==> config.mk <==
export PLATFORM = sky130hd
export DESIGN_NAME = reaction_timer_fsm_flat
export DESIGN_NICKNAME = d
export VERILOG_FILES = /design/src/rtl/reaction_pkg.sv /design/src/rtl/reaction_timer_fsm_if.sv /design/src/rtl/bcd_counter4.sv /design/src/rtl/reaction_timer_fsm.sv /design/src/flat_wrapper.sv
export SDC_FILE = /design/constraint.sdc
export NUM_CORES = 1
export LEC_CHECK = 0
export BUFFER_PORTS_ARGS = -buffer_cell sky130_fd_sc_hd__buf_2
export CORE_MARGIN = 1.5
export CORE_UTILIZATION = 50
export DETAILED_ROUTE_END_ITERATION = 8
export GPL_TIMING_DRIVEN = 1
export PLACE_DENSITY = 0.75
export SYNTH_ARGS = -nofsm -noshare
export SYNTH_HDL_FRONTEND = slang
export SYNTH_SLANG_ARGS = --single-unit
==> constraint.sdc <==
create_clock -name clk -period 2.25 [get_ports clk]
set_input_delay 0.45 -clock clk [delete_from_list [all_inputs] [get_ports clk]]
set_output_delay 0.45 -clock clk [all_outputs]
set_load 0.01 [all_outputs]
==> src/rtl/reaction_pkg.sv <==
// Shared types and constants for the reaction timer.
// One-hot state encoding, BCD widths and parameter helpers.
package reaction_pkg;

   localparam int DIGIT_W = 4;
   localparam int BCD_W = 4 * DIGIT_W;
   localparam int TIMEOUT_MS_DEF = 9999;
   localparam int MIN_VALID_MS_DEF = 100;

   typedef enum logic [5:0] {
      S_IDLE        = 6'b000001,
      S_ARMED       = 6'b000010,
      S_TIMING      = 6'b000100,
      S_DONE        = 6'b001000,
      S_FALSE_START = 6'b010000,
      S_TIMED_OUT   = 6'b100000
   } state_e;

   // Binary constant (0..9999) to 4-digit BCD.
   function automatic logic [BCD_W-1:0] bin_to_bcd(input int v);
      logic [BCD_W-1:0] r;
      r[15:12] = 4'((v / 1000) % 10);
      r[11:8]  = 4'((v / 100) % 10);
      r[7:4]   = 4'((v / 10) % 10);
      r[3:0]   = 4'(v % 10);
      return r;
   endfunction

endpackage

==> src/rtl/reaction_timer_fsm_if.sv <==
// Event inputs and result outputs of the reaction timer.
// master drives the events, slave is the timer.
interface reaction_timer_fsm_if;
   import reaction_pkg::*;

   logic             tick_ms;
   logic             arm;
   logic             lights_out;
   logic             button;
   logic [BCD_W-1:0] result_bcd;
   logic             result_valid;
   logic             jump_start;
   logic             timing;
   logic             timeout;

   modport master (
      output tick_ms, arm, lights_out, button,
      input  result_bcd, result_valid, jump_start, timing, timeout
   );

   modport slave (
      input  tick_ms, arm, lights_out, button,
      output result_bcd, result_valid, jump_start, timing, timeout
   );

endinterface

==> src/rtl/bcd_counter4.sv <==
// Four-digit BCD up-counter with synchronous clear.
// Holds at max_i instead of incrementing past it.
module bcd_counter4
   import reaction_pkg::*;
(
   input  logic             clk,
   input  logic             rst,
   input  logic             clr_i,
   input  logic             inc_i,
   input  logic [BCD_W-1:0] max_i,
   output logic [BCD_W-1:0] val_o,
   output logic [BCD_W-1:0] nxt_o
);

   logic [BCD_W-1:0] val_q;
   logic [BCD_W-1:0] val_d;
   logic [BCD_W-1:0] inc_val;
   logic             carry;

   // Ripple the +1 through the digits, wrapping 9 to 0.
   always_comb begin
      inc_val = val_q;
      carry   = 1'b1;
      for (int i = 0; i < 4; i++) begin
         if (carry) begin
            if (val_q[i*DIGIT_W +: DIGIT_W] == 4'd9) begin
               inc_val[i*DIGIT_W +: DIGIT_W] = 4'd0;
            end else begin
               inc_val[i*DIGIT_W +: DIGIT_W] =
                  val_q[i*DIGIT_W +: DIGIT_W] + 4'd1;
               carry = 1'b0;
            end
         end
      end
   end

   // Saturate at max, then select clear / increment / hold.
   always_comb begin
      nxt_o = (val_q == max_i) ? val_q : inc_val;
      val_d = val_q;
      if (clr_i) begin
         val_d = '0;
      end else if (inc_i) begin
         val_d = nxt_o;
      end
   end

   // Count register.
   always_ff @(posedge clk) begin
      if (rst) begin
         val_q <= '0;
      end else begin
         val_q <= val_d;
      end
   end

   assign val_o = val_q;

endmodule

==> src/rtl/reaction_timer_fsm.sv <==
// Reaction timer: lights-out to button press in ms, BCD.
// Flags jump starts and timeouts; all outputs registered.
module reaction_timer_fsm
   import reaction_pkg::*;
#(
   parameter int TIMEOUT_MS   = TIMEOUT_MS_DEF,
   parameter int MIN_VALID_MS = MIN_VALID_MS_DEF
) (
   input logic                 clk,
   input logic                 rst,
   reaction_timer_fsm_if.slave io
);

   localparam logic [BCD_W-1:0] TO_BCD  = bin_to_bcd(TIMEOUT_MS);
   localparam logic [BCD_W-1:0] MIN_BCD = bin_to_bcd(MIN_VALID_MS);

   state_e           state_q;
   state_e           state_d;
   logic             btn_q;
   logic             press;
   logic             clr;
   logic             inc;
   logic [BCD_W-1:0] cnt;
   logic [BCD_W-1:0] cnt_nxt;
   logic             valid_q;
   logic             valid_d;
   logic             jump_q;
   logic             jump_d;
   logic             timing_q;
   logic             timing_d;
   logic             tmo_q;
   logic             tmo_d;

   assign press = io.button & ~btn_q;

   bcd_counter4 u_cnt (
      .clk   (clk),
      .rst   (rst),
      .clr_i (clr),
      .inc_i (inc),
      .max_i (TO_BCD),
      .val_o (cnt),
      .nxt_o (cnt_nxt)
   );

   // Next state and counter control; arm overrides every other event.
   always_comb begin
      state_d = state_q;
      clr     = 1'b0;
      inc     = 1'b0;
      unique case (state_q)
         S_IDLE: begin
            if (io.arm) begin
               state_d = S_ARMED;
               clr     = 1'b1;
            end
         end
         S_ARMED: begin
            if (io.arm) begin
               clr = 1'b1;
            end else if (press) begin
               state_d = S_FALSE_START;
            end else if (io.lights_out) begin
               state_d = S_TIMING;
               clr     = 1'b1;
            end
         end
         S_TIMING: begin
            if (io.arm) begin
               state_d = S_ARMED;
               clr     = 1'b1;
            end else if (press) begin
               state_d = S_DONE;
            end else if (io.tick_ms) begin
               inc = 1'b1;
               if (cnt_nxt == TO_BCD) begin
                  state_d = S_TIMED_OUT;
               end
            end
         end
         S_DONE, S_FALSE_START, S_TIMED_OUT: begin
            if (io.arm) begin
               state_d = S_ARMED;
               clr     = 1'b1;
            end
         end
         default: begin
            state_d = S_IDLE;
            clr     = 1'b1;
         end
      endcase
   end

   // Flags follow the state being entered so they appear one cycle after the event.
   always_comb begin
      valid_d  = (state_d == S_DONE);
      jump_d   = (state_d == S_FALSE_START) |
                 ((state_d == S_DONE) & (cnt < MIN_BCD));
      timing_d = (state_d == S_TIMING);
      tmo_d    = (state_d == S_TIMED_OUT);
   end

   // State, button history and flag registers.
   always_ff @(posedge clk) begin
      if (rst) begin
         state_q  <= S_IDLE;
         btn_q    <= 1'b0;
         valid_q  <= 1'b0;
         jump_q   <= 1'b0;
         timing_q <= 1'b0;
         tmo_q    <= 1'b0;
      end else begin
         state_q  <= state_d;
         btn_q    <= io.button;
         valid_q  <= valid_d;
         jump_q   <= jump_d;
         timing_q <= timing_d;
         tmo_q    <= tmo_d;
      end
   end

   assign io.result_bcd   = cnt;
   assign io.result_valid = valid_q;
   assign io.jump_start   = jump_q;
   assign io.timing       = timing_q;
   assign io.timeout      = tmo_q;

endmodule

==> src/flat_wrapper.sv <==
// flat-port wrapper written by rule: the top's interface ports become plain ports
module reaction_timer_fsm_flat import reaction_pkg::*;
#(
   parameter int TIMEOUT_MS   = TIMEOUT_MS_DEF,
   parameter int MIN_VALID_MS = MIN_VALID_MS_DEF
)
  (clk, rst, io_tick_ms, io_arm, io_lights_out, io_button, io_result_bcd, io_result_valid, io_jump_start, io_timing, io_timeout);
  reaction_timer_fsm_if io_i ();
  input logic clk;
  input logic rst;
  input wire logic [$bits(io_i.tick_ms)-1:0] io_tick_ms;
  input wire logic [$bits(io_i.arm)-1:0] io_arm;
  input wire logic [$bits(io_i.lights_out)-1:0] io_lights_out;
  input wire logic [$bits(io_i.button)-1:0] io_button;
  output wire logic [$bits(io_i.result_bcd)-1:0] io_result_bcd;
  output wire logic [$bits(io_i.result_valid)-1:0] io_result_valid;
  output wire logic [$bits(io_i.jump_start)-1:0] io_jump_start;
  output wire logic [$bits(io_i.timing)-1:0] io_timing;
  output wire logic [$bits(io_i.timeout)-1:0] io_timeout;
  assign io_i.tick_ms = io_tick_ms;
  assign io_i.arm = io_arm;
  assign io_i.lights_out = io_lights_out;
  assign io_i.button = io_button;
  assign io_result_bcd = io_i.result_bcd;
  assign io_result_valid = io_i.result_valid;
  assign io_jump_start = io_i.jump_start;
  assign io_timing = io_i.timing;
  assign io_timeout = io_i.timeout;
  reaction_timer_fsm #(.TIMEOUT_MS(TIMEOUT_MS), .MIN_VALID_MS(MIN_VALID_MS)) u_core (.clk(clk), .rst(rst), .io(io_i));
endmodule
### Yosys cells after proc, flatten, opt, wreduce, memory -nomap -nowiden

Cells that the tools add are included.
Widths: inputs -> output; s select.

| word-level totals | value |
|---|---|
| flip-flop bits (word level) | 27 |
| output and inout bits | 20 |
| logic and storage cells | 66 |

| cells by class | value |
|---|---|
| add/sub/neg operators | 4 |
| magnitude comparators | 1 |
| equality and inequality tests | 16 |
| multiplexer cells | 31 |
| bitwise gates (word level) | 4 |
| reductions and logical operators | 3 |

Operators by type and width:

| kind | count |
|---|---|
| $mux 6 | 8 |
| $eq 16x16->1 const B | 2 |
| $mux 4 | 7 |
| $pmux 6 s3 | 1 |
| $add 4x1->4 const B | 4 |
| $eq 4x4->1 const B | 4 |
| $lt 16x9->1 const B | 1 |
| $mux 16 | 1 |
| $mux 1 | 13 |
| $eq 6x3->1 const B | 2 |
| $eq 6x4->1 const B | 2 |
| $eq 6x5->1 const B | 2 |
| $eq 6x6->1 const B | 2 |
| $eq 6x1->1 const B | 1 |
| $eq 6x2->1 const B | 1 |
| $reduce_or 5->1 | 1 |
| $reduce_or 4->1 | 1 |
| $and 1x1->1 | 2 |
| $pmux 1 s2 | 1 |
| $reduce_or 2->1 | 1 |
| $not 1->1 | 1 |
| $or 1x1->1 | 1 |

### Depth between registers and ports, before layout

| logic depth | value |
|---|---|
| depth after elaboration | 15 |
| gate-level depth with buffers | 8 |
| gate-level depth less buffers | 6 |

### By module

From an unflattened synthesis, not the netlist that was laid out.

| second synthesis, totals | value |
|---|---|
| cells, all modules | 253 |
| area total of the unflattened synthesis | 2049.5 um2 |

Modules (own cells, without submodules):

| module | times used | cells each | area each (um2) |
|---|---|---|---|
| bcd_counter4 | 1 | 176 | 1366.3 |
| reaction_timer_fsm | 1 | 77 | 683.2 |

### Worst setup path before layout

Ideal clock, no wire load.

| timing path | value |
|---|---|
| kind | flip-flop to flip-flop |
| start | reg u_core.state_q[5] |
| end | reg u_core.u_cnt.val_q[13], in the netlist u_core.u_cnt.val_o[13] |
| data arrival time | 2123 ps |
| path slack | 54 ps |
| stages on the path, launching flop included | 7 |
| buffers on the path | 0 |
| clock period less this slack | 2196 ps |
| cell sequence | dfxtp_1 -> or3_4 -> or4_4 -> nor4_4 -> nand2_1 -> or3_1 -> a21oi_1 |

| between the ends | value |
|---|---|
| word-level cells in the longest chain between the ends | 4 |
| elaborated cells between the ends (all ways) | 10 |
| classes of those cells | 6 x eq/ne; 2 x mux; 2 x reduce/logical |

Ends and longest elaborated chain:

| item | line | RTL |
|---|---|---|
| from (decl) | reaction_timer_fsm.sv:17 | `state_e state_q;` |
| from (signal assigned) | reaction_timer_fsm.sv:113 | `state_q <= state_d;` |
| $eq 6x1->1, or another cell as far along | reaction_timer_fsm.sv:51 | `unique case (state_q)` |
| $reduce_or 5->1 (no line) | -- |  |
| $pmux 1 s2 | reaction_timer_fsm.sv:51 |  |
| $reduce_or 2->1 (no line) | -- |  |
| to (signal assigned) | bcd_counter4.sv:53 | `val_q <= val_d;` |
| to (decl) | bcd_counter4.sv:15 | `logic [BCD_W-1:0] val_q;` |

Parallel ways exist; a longest one is shown, timed or not.
A chain may end at the register's enable or synchronous reset.

### Worst setup path in the final report

Same ends and word-level chain as after synthesis.

==> results.py <==
metrics = {
    "status": {
        "status": "finished clean",
    },
    "sta": {
        "hold_viol_final": 0,
        "setup_viol_count_final": 0,
        "period_needed_ns": 2.23,
        "drv_slew": 0,
        "fin_crit_sh_pct": 99.0,
        "skew_ns": 0.00495,
        "max_slew.worst_pin.slew_ns": 0.420,
        "layout_setup_ws_ns": 0.0230,
        "fmax_mhz": 449,
        "rsz0062_at_grt": "true",
        "slew-limit-headroom_pct": 71.7,
    },
    "clock_tree": {
        "root_buffer": "clkbuf_4",
        "numCtsBuffers": 3,
        "post-cts-setup-buffer-count": 0,
        "clock-sinks": 27,
        "clock_latency_ns": 0.32,
        "clk_path_buf_depth": 2,
        "path_clk_slew_ns": 0.15,
        "hold_buffers": 0,
        "cts_tree": "done",
        "htree_num_levels": 1,
    },
    "logic_synthesis": {
        "syn_area_um2": 1570,
        "avgSynthCellArea_um2": 7.99,
        "postSynth.topFlopCell": "dfxtp_1",
        "ys_seq_area_share_pct": 34.5,
        "synth.ff_latch_count": 27,
        "postSynthCellCount": 196,
        "yosysUniqueCellTypes": 49,
        "synthArstFlopShare_pct": 0,
        "synth_enable_flop_cells": 0,
        "syn_nets": 202,
        "yosysWarnings": 0,
    },
    "global_routing": {
        "grt_max_degree": 16,
        "use_met3_pct": 2.42,
        "busiest_layer": "met1",
        "grt_usage_pct": 23.3,
        "grt_pass1_wl_um": 6340,
        "met2_usage_pct": 34.8,
        "grt_pass1_vias": 1393,
        "antenna_found_initial": 0,
        "gr-total-overflow": 0,
        "met1_usage_pct": 35.0,
    },
    "finish": {
        "final_common_cell": "buf_4",
        "diodes": 0,
        "fin_cells": 282,
        "area_delta_synth_final_pct": 30.3,
        "drive_above_1_share_pct": 33.3,
        "final_nets": 256,
        "final_cell_mix": "buf_4, buf_2, dfxtp_1",
        "final_util_pct": 67.9,
    },
    "power_and_ir_drop": {
        "power.switching_mw": 0.212,
        "p_clk_share_pct": 25.9,
        "ir_drop_uv": 247,
        "power_frac_comb_pct": 13.6,
        "power.internal_mw": 0.602,
        "power_frac_seq_pct": 60.5,
        "power_density_nw_per_um2": 399,
        "p_leak_nw": 0.808,
        "sw_frac_of_total_pct": 26.1,
        "finalPower_mw": 0.815,
    },
    "run": {
        "max_cap_viol_count": 0,
    },
    "routing": {
        "drtAntennaViolNets": 0,
        "first_iter_violations": 56,
        "drt-total-wl_um": 3900,
        "drc": 0,
        "dr_total_vias": 1632,
        "avgRoutedWirePerCell_um": 13.8,
        "routed_via_density": 5.79,
        "first_pass_iters": 5,
    },
    "setup_path": {
        "ff2ff_path_depth": 6,
        "cp_slowest_cell": "or4_4",
        "worst_ep_required_time_ns": 2.52,
        "cp_slowest_stage_delay_ns": 0.57,
        "cp_max_fo": 5,
        "critical_path_arrival_ns": 2.49,
        "r2r_start": "u_core.state_q[5]",
        "r2r_slack_ns": 0.02,
        "crit_path_start": "u_core.state_q[5]",
        "reg2reg_to": "u_core.u_cnt.val_o[13]",
        "worstSetupStartpointType": "flip-flop",
        "critical_path_class": "reg2reg",
        "path_cells": "or3_4 > or4_4 > nor4_4 > nand2_1 > or3_1 > a21oi_1",
        "endpoint_kind": "flip-flop",
    },
    "floorplan": {
        "fp-row-count": 20,
        "io_pins": 26,
        "core-area_um2": 3000,
        "start_util_pct": 52.1,
        "die_x_um": 59.0,
        "dieArea_um2": 3480,
        "dieHeight_um": 59.0,
    },
    "placed_design": {
        "hpwl_um": 2910,
        "gp_congestion": 0.911,
        "post-place-ws_ns": 0.00544,
        "dp.cells": 278,
        "portBuffers": 25,
    },
    "hold_path": {
        "min_to": "u_core.btn_q",
        "hold_class": "in2reg",
        "holdPathStages": 2,
        "min_from": "rst",
    },
}
==> layer usage <==
layer  vias to the layer above  part of all wire [%]
met5                         -                     0
met3                         4                   3.4
met1                       763                    49
met2                        36                    47
li1                        829                     -
met4                         0                   1.2
==> metrics by stage <==
stage / area [um2] / hold WS, ns / setup TNS (ns)
2_1_floorplan: 1570 / 0.522 / 0
3_5_place_dp: 1950 / 0.496 / 0
4_1_cts: 1990 / 0.316 / 0
5_1_grt: 2040 / 0.318 / -0.0713
3_3_place_gp: 1950 / 0.493 / 0
6_report: 2040 / 0.325 / 0
==> layout make-up <==
class                      count  area (um2)
tap                           33        41.3
multi-input combinational    153        1020
clock inverter                 1        5.00
timing repair buffer          60         388
sequential                    27         543
fill                         252         963
inverter                       5        18.8
clock buffer                   3        22.5
==> power by group through the flow <==
stage                     combinational [mW]  clock (mW)  sequential (mW)
after global routing                   0.122       0.240            0.494
after CTS                              0.107       0.221            0.493
after floorplan                       0.0673           0            0.500
after detailed placement               0.106           0            0.503
final                                  0.111       0.211            0.493
after global placement                 0.104           0            0.502
==> cells by family after synthesis <==
logic type	share of synthesized area, %
mux	1.92
compound gates	17.7
buf+inv	4.00
flops	34.5
xor+xnor	5.60
simple gates	36.2
==> worst max-delay path by stage <==
stage                                  end  slack (ns)
global route        u_core.u_cnt.val_o[13]       -0.02
floorplan           u_core.u_cnt.val_o[13]        0.05
detailed placement       u_core.state_q[2]       0.005
global placement          u_core.io.timing        0.02
CTS                      u_core.state_q[5]        0.04
finish              u_core.u_cnt.val_o[13]        0.02
==> registers in the layout, indices dropped and copies added (netlist names) <==
name	flops
u_core.io.timeout	1
u_core.io.result_valid	1
u_core.io.jump_start	1
u_core.state_q	6
u_core.io.timing	1
u_core.btn_q	1
u_core.u_cnt.val_o	16
==> synth_stat cells (2+ instances only) <==
library cell	instances	area [um2]
nand2b_1	2	12.5
o22ai_1	4	25.0
nor4bb_1	2	20.0
buf_2	2	10.0
xnor2_1	5	43.8
nor4_1	6	37.5
and4bb_2	3	37.5
inv_1	5	18.8
o21ai_0	16	80.1
nand3_1	16	80.1
nand4_1	3	18.8
mux2i_1	3	30.0
nand2_1	14	52.6
and3_1	2	12.5
nor3_1	6	30.0
nor2_1	16	60.1
a31oi_1	3	18.8
clkbuf_1	9	33.8
nor2b_1	6	37.5
o2111ai_1	2	17.5
xor2_1	5	43.8
and2_1	3	18.8
a21oi_1	9	45.0
dfxtp_1	27	541
or3_1	3	18.8
==> worst max-delay path: cells and delay by family (launching register included) <==
kind             cells  cell delay [ns]
AND/OR/NAND/NOR      5             1.67
flip-flops           1             0.34
AO/OA/AOI/OAI        1             0.16
==> repair_timing <==
item	CTS	global route
hold endpoints to repair	0	0
gates resized for setup	2	10
endpoints found under the setup margin	4	12
No activity file was read; power rests on OpenSTA's default activity.
